===== config.mk =====
export PLATFORM = sky130hd
export DESIGN_NAME = complex_mul_ctrl
export DESIGN_NICKNAME = d
export VERILOG_FILES = /design/src/rtl/complex_mul_ctrl.sv
export SDC_FILE = /design/constraint.sdc
export NUM_CORES = 1
export LEC_CHECK = 0
export ABC_AREA = 1
export CORE_UTILIZATION = 50
export CTS_BUF_LIST = sky130_fd_sc_hd__clkbuf_4 sky130_fd_sc_hd__clkbuf_8
export CTS_CLUSTER_DIAMETER = 40
export CTS_CLUSTER_SIZE = 24
export DETAILED_ROUTE_END_ITERATION = 7
export PLACE_DENSITY = 0.83
export SLEW_MARGIN = 20
export SYNTH_ARGS = -nofsm -noshare
export SYNTH_HDL_FRONTEND = slang
export SYNTH_SLANG_ARGS = --single-unit

===== constraint.sdc =====
create_clock -name clk -period 1.64 [get_ports clk]
set_input_delay 0.328 -clock clk [delete_from_list [all_inputs] [get_ports clk]]
set_output_delay 0.328 -clock clk [all_outputs]
set_load 0.03 [all_outputs]

===== src/rtl/complex_mul_ctrl.sv =====
// Control FSM sequencing the four partial products and two sums of a complex
// multiply on one shared multiplier. Optional a*conj(b) mode under CMUL_CONJ_EN.
module complex_mul_ctrl #(
  parameter int COUNT_W = 16
) (
  input  logic               clk,
  input  logic               reset,
  input  logic               start,
`ifdef CMUL_CONJ_EN
  input  logic               conj,
`endif
  output logic               busy,
  output logic               done,
  output logic               a_sel,
  output logic               b_sel,
  output logic               pp1_ce,
  output logic               pp2_ce,
  output logic               sub,
  output logic               p_r_ce,
  output logic               p_i_ce,
  output logic [COUNT_W-1:0] op_count
);

  typedef enum logic [2:0] {
    IDLE = 3'd0,
    S1   = 3'd1,
    S2   = 3'd2,
    S3   = 3'd3,
    S4   = 3'd4,
    S5   = 3'd5,
    DONE = 3'd6
  } state_t;

  state_t             state_q, state_d;
  logic [8:0]         ctrl_q;
  logic [COUNT_W-1:0] count_q;
  logic               accept;
  logic               conj_op;

  // Control word order: busy, done, a_sel, b_sel, pp1_ce, pp2_ce, sub, p_r_ce, p_i_ce
  function automatic logic [8:0] decode(input state_t s, input logic cj);
    logic [8:0] w;
    w = '0;
    case (s)
      S1:      w = {1'b1, 1'b0, 1'b0, 1'b0, 1'b1, 1'b0, 1'b0, 1'b0, 1'b0};
      S2:      w = {1'b1, 1'b0, 1'b1, 1'b1, 1'b0, 1'b1, 1'b0, 1'b0, 1'b0};
      S3:      w = {1'b1, 1'b0, cj,   ~cj,  1'b1, 1'b0, ~cj,  1'b1, 1'b0};
      S4:      w = {1'b1, 1'b0, ~cj,  cj,   1'b0, 1'b1, 1'b0, 1'b0, 1'b0};
      S5:      w = {1'b1, 1'b0, 1'b0, 1'b0, 1'b0, 1'b0, cj,   1'b0, 1'b1};
      DONE:    w = {1'b0, 1'b1, 1'b0, 1'b0, 1'b0, 1'b0, 1'b0, 1'b0, 1'b0};
      default: w = '0;
    endcase
    return w;
  endfunction

  assign accept = start && ((state_q == IDLE) || (state_q == DONE));

`ifdef CMUL_CONJ_EN
  logic conj_q;

  // Mode is frozen at the accept edge so a toggling conj cannot corrupt an operation.
  always_ff @(posedge clk) begin
    if (reset) begin
      conj_q <= 1'b0;
    end else if (accept) begin
      conj_q <= conj;
    end
  end

  assign conj_op = conj_q;
`else
  assign conj_op = 1'b0;
`endif

  always_comb begin
    state_d = state_q;
    case (state_q)
      IDLE:    state_d = start ? S1 : IDLE;
      S1:      state_d = S2;
      S2:      state_d = S3;
      S3:      state_d = S4;
      S4:      state_d = S5;
      S5:      state_d = DONE;
      DONE:    state_d = start ? S1 : IDLE;
      default: state_d = IDLE;
    endcase
  end

  // Outputs are registered from the next state, so they line up with state_q
  // and the count already shows the new value during the done cycle.
  always_ff @(posedge clk) begin
    if (reset) begin
      state_q <= IDLE;
      ctrl_q  <= '0;
      count_q <= '0;
    end else begin
      state_q <= state_d;
      ctrl_q  <= decode(state_d, conj_op);
      if (state_d == DONE) begin
        count_q <= count_q + COUNT_W'(1);
      end
    end
  end

  assign {busy, done, a_sel, b_sel, pp1_ce, pp2_ce, sub, p_r_ce, p_i_ce} = ctrl_q;
  assign op_count = count_q;

endmodule


# Yosys cells after proc, flatten, opt, wreduce, memory -nomap -nowiden
# Cells that the tools add are included.
# Widths: inputs -> output; s select.
# classes
eq_ne,12
n_reduce_logical,2
n_mux,3
n_addsub,1
# op_table
cell,count
$pmux 9 s6,1
$eq 3x3->1 const B,6
$pmux 3 s6,1
$add 16x1->16 const B,1
$eq 3x2->1 const B,4
$eq 3x1->1 const B,2
$logic_not 3->1,1
$reduce_or 2->1,1
$mux 1,1
# word_totals
regBits,28
out_inout_bits,25
wordCells,21

# Longest topological paths before layout
# logic_depth
ltp_word,5
mapped_depth,9

# Worst setup path before layout
# No wires, ideal clock.
# synth_path
path_kind,reg-to-reg
from,"register count_q[0], in the netlist op_count[0]"
to,"register count_q[14], in the netlist op_count[14]"
arrival_time_ns,1.336
slack_ns,0.194
path_stages_with_launch,9
required_time_ns,1.530
path_buffers,0
setup_time_ns,0.110
synth_period_minus_slack_ns,1.446
cell_sequence,dfxtp_1 ha_1 inv_1 nor2_4 nand3_4 nor2_4 nand3_1 nand2_1 nor2_1
# synth_via
elab_chain_len,1
# synth_rtl
element,line_no,text
start: declaration,36,logic [COUNT_W-1:0] count_q;
start signal: assignment,100,count_q <= count_q + COUNT_W'(1);
$add 16x1->16,100,
# No other way between the ends.
# A chain may end at the register's enable or synchronous reset.

# Worst setup path after layout
# layout_path
from,"register count_q[9], in the netlist op_count[9]"
to,output op_count[9]
# layout_rtl
element,line_no,text
end: declaration,21,output logic [COUNT_W-1:0] op_count
# No word-level cell between the ends.

==> summary by stage <==
Outcome
The run finished with clean final reports.

Floorplan
The floorplan core area is 0.00221 sq mm. The floorplan step set the die width to 50.6 microns. The floorplan has 17 rows. The initial standard-cell utilization of the core is 53.3%. The area of the die is 0.00256 sq mm. The overall die height is 50.6 microns. The I/O pin count is 28.

Setup path
The critical path's largest stage delay is 440 ps. Walking the worst path, the cells encountered are dlygate4sd2_1. The worst endpoint data arrival time is 1210 ps.

By startpoint and endpoint, the worst setup path is classified as register to output port. The number of buffers and inverters on the critical path is 1. The type of element launching the critical path is a register. In this run the number of cells on the critical path is 1.

Of all nets on the critical path, the largest fanout is 5. The data required time of the worst path is 1310 ps. The worst reg2reg path depth is 8.

The cell with the largest stage delay on the worst path is dfxtp_1. The critical path capture point type is an output port. The kind of cell adding the most delay to the critical path is flip-flops.

Clocking
The tree is rooted in a clkbuf_4. The post-CTS repair timing setup buffer count is 0. Buffers inserted during clock tree synthesis total 3. TritonCTS built the clock tree. For the worst-skew pair, the clock arrives at the later sink with an insertion delay of 330 ps. The number of H-tree levels is 1. The hold-fix buffer count after cts is 0. The tree built by TritonCTS fans out to 26 sinks. The clock passes through at most 2 buffers. Post-CTS repair changed the size of 25 cells. The clock-pin slew of the registers on the worst-case setup and hold paths is 150 ps.

Synth
The number of cells produced by synthesis is 151. The sequential-to-total area share from yosys stat is 44.1%. The flip-flop and latch count after synthesis is 26. The post-synthesis instance area is 0.00118 sq mm.

After synthesis, the netlist uses 27 different library cells. For this run, the number of Yosys warnings is 0. The synthesized area per cell is 7.81 sq um. The number of nets in the synthesized netlist is 155.

Routing
The routed wire length is 2310 microns. In this run the remaining antenna-violating nets after routing total 0. The routed length on met2 is 1170 microns.

The iteration-0 DRC count of the detailed router is 16. The detailed router used layers up to and including met4. The count of vias placed by the detailed router is 1039. After detailed routing, the wire length on met1 is 979 microns. Summed over all nets, wire length on met3 after detailed routing comes to 93 microns.

For this run, design rule violations remaining after detail routing come to 0. In the final routed layout, each cell accounts on average for 11.1 microns. In the routed layout, each cell is associated on average with a via count of 5.02.

The first detailed-routing pass ran for 4 iterations.

Power
The cell leakage power is 0.699 nW. The total power density per cell area is 814 mW/mm^2. The overall power of the completed layout is 1.21 mW.

The worst ir drop on vdd is 560 uV.

Timing
The accumulated negative setup slack is 0 ps. The total count of max-transition violations in the final report came to 0. The highest clock rate is 0.651 GHz.

The clock period minus final worst setup slack is 1540 ps. The share of the clock period used by the worst path after layout is 93.6%. The worst clock skew on the final layout is 8.96 ps. The number of failing hold endpoints at the final stage was 0. Setup violations remaining at the end of the flow were counted as 0. Setup repair after global routing left no endpoint under its margin. The max-slew headroom at the worst pin is 75.1%. The transition time of the tightest slew-check pin is 374 ps.

Placement
The routability congestion estimate is 0.788. The HPWL after detailed placement is 1760 microns. In this run the cell area measured after placement is 0.00147 sq mm. During placement, the flow inserted port buffers numbering 27. Counting tap cells, the placed design contains a total of 203 instances.

Min path
The kind of path behind the tightest hold check is register to register. Counting instances, the worst hold path has a depth of 1.

Global routing
The overall track demand over capacity in global routing is 20.3%. The number of antenna violations at the first check in global routing was 0. The total grt overflow is 0.

The pin count of the biggest net entering global routing is 16. The number of global-route vias before repair was 942. The first global-routing pass estimated 3770 microns of wire.

Job
The number of max-cap violations is 0.

Final layout
In the final layout, the multi-input gates occupy 543 sq um. The diode insertion count for antenna repair is 0. Registers take 520 sq um. The final core area utilization is 67.4%. The layout overhead on the synthesized area is 26.4%. In the final layout, the share of cells above drive strength 1 is 12.8%.

The layout filler cell count is 193. The number of standard cells in the layout, taps in and fillers out is 207. The leading cell type in the layout, fill and taps excluded is nand2_1. The library cells used most frequently in the layout, excluding fill and tap cells, are nand2_1 (27), dfxtp_1 (26), dlygate4sd2_1 (25), inv_1 (23), nor2_1 (18).

At the end of the flow, the number of nets in the layout was 184. After routing the design area is 0.00149 sq mm.
-- registers in the layout, indices dropped and copies added, names as in the netlist --
| register | count |
|---|---|
| ctrl_q | 7 |
| op_count | 16 |
| state_q | 3 |
-- power by group --
part	switching, mW	internal [mW]	leakage [nW]	total (mW)
combinational	0.0697	0.0349	0.461	0.105
clock	0.199	0.248	0.0279	0.447
sequential	0.0141	0.649	0.211	0.663
-- cells by family (layout without fill, tap and decap cells) --
| logic type | count (synthesis) | in the layout | synth area share [%] |
|---|---|---|---|
| adders and majority gates | 1 | 1 | 1.06 |
| and+or+nand+nor | 73 | 73 | 33.6 |
| buffers and inverters | 29 | 57 | 9.86 |
| AOI/OAI and AO/OA | 20 | 20 | 9.86 |
| DFF | 26 | 26 | 44.1 |
| xor gates and xnor gates | 2 | 2 | 1.48 |
-- cells in the mapped netlist --
| cell | number | area, sq um |
|---|---|---|
| inv_1 | 23 | 86.3 |
| nand3_1 | 7 | 35.0 |
| buf_1 | 1 | 3.75 |
| nand4_1 | 2 | 12.5 |
| buf_4 | 2 | 15.0 |
| o21bai_1 | 1 | 7.51 |
| o21ai_0 | 6 | 30.0 |
| nor2_4 | 4 | 45.0 |
| clkbuf_1 | 1 | 3.75 |
| a2111oi_0 | 1 | 8.76 |
| dfxtp_1 | 26 | 521 |
| nand3b_1 | 1 | 7.51 |
| nand3_2 | 1 | 10.0 |
| nor3b_2 | 1 | 12.5 |
| nand2_1 | 27 | 101 |
| o21bai_2 | 1 | 11.3 |
| nor2_1 | 18 | 67.6 |
| o21ai_1 | 1 | 5.00 |
| ha_1 | 1 | 12.5 |
| nand3_4 | 3 | 52.6 |
| xor2_1 | 2 | 17.5 |
| nor2_2 | 4 | 25.0 |
| a31oi_1 | 3 | 18.8 |
| nor3_1 | 3 | 15.0 |
| nand2_2 | 2 | 12.5 |
| a21oi_1 | 7 | 35.0 |
| inv_2 | 2 | 7.51 |
-- metal layers --
| metal | GRT usage (%) | vias up |
|---|---|---|
| met4 | 13.9 | 0 |
| met2 | 38.4 | 20 |
| met5 | 0 | - |
| li1 | - | 535 |
| met1 | 20.1 | 480 |
| met3 | 2.73 | 4 |
-- path summary, 6_finish.rpt --
check,from,to,slack [ps]
worst max-delay path,op_count[9]$_SDFFE_PP0N_,op_count[9],100
worst min-delay path,op_count[6]$_SDFFE_PP0N_,op_count[6]$_SDFFE_PP0N_,510
worst max register to register,op_count[0]$_SDFFE_PP0N_,op_count[14]$_SDFFE_PP0N_,260
worst min register to register,op_count[6]$_SDFFE_PP0N_,op_count[6]$_SDFFE_PP0N_,510
-- area by class of cell --
type                    instances  area share [%]
clock buffers                   3            1.51
repair buffers                 28            16.5
flip-flops and latches         26            34.9
inverters                      25            6.29
clock inverters                 1            2.01
well taps                      28            2.35
multi-input cells              96            36.4
-- stage by stage --
step	hold slack [ps]	setup WS (ps)
6_report	505	105
5_1_grt	547	51.3
4_1_cts	511	86.1
3_5_place_dp	484	193
3_3_place_gp	472	230
2_1_floorplan	417	194
(Power assumes the default switching activity.)
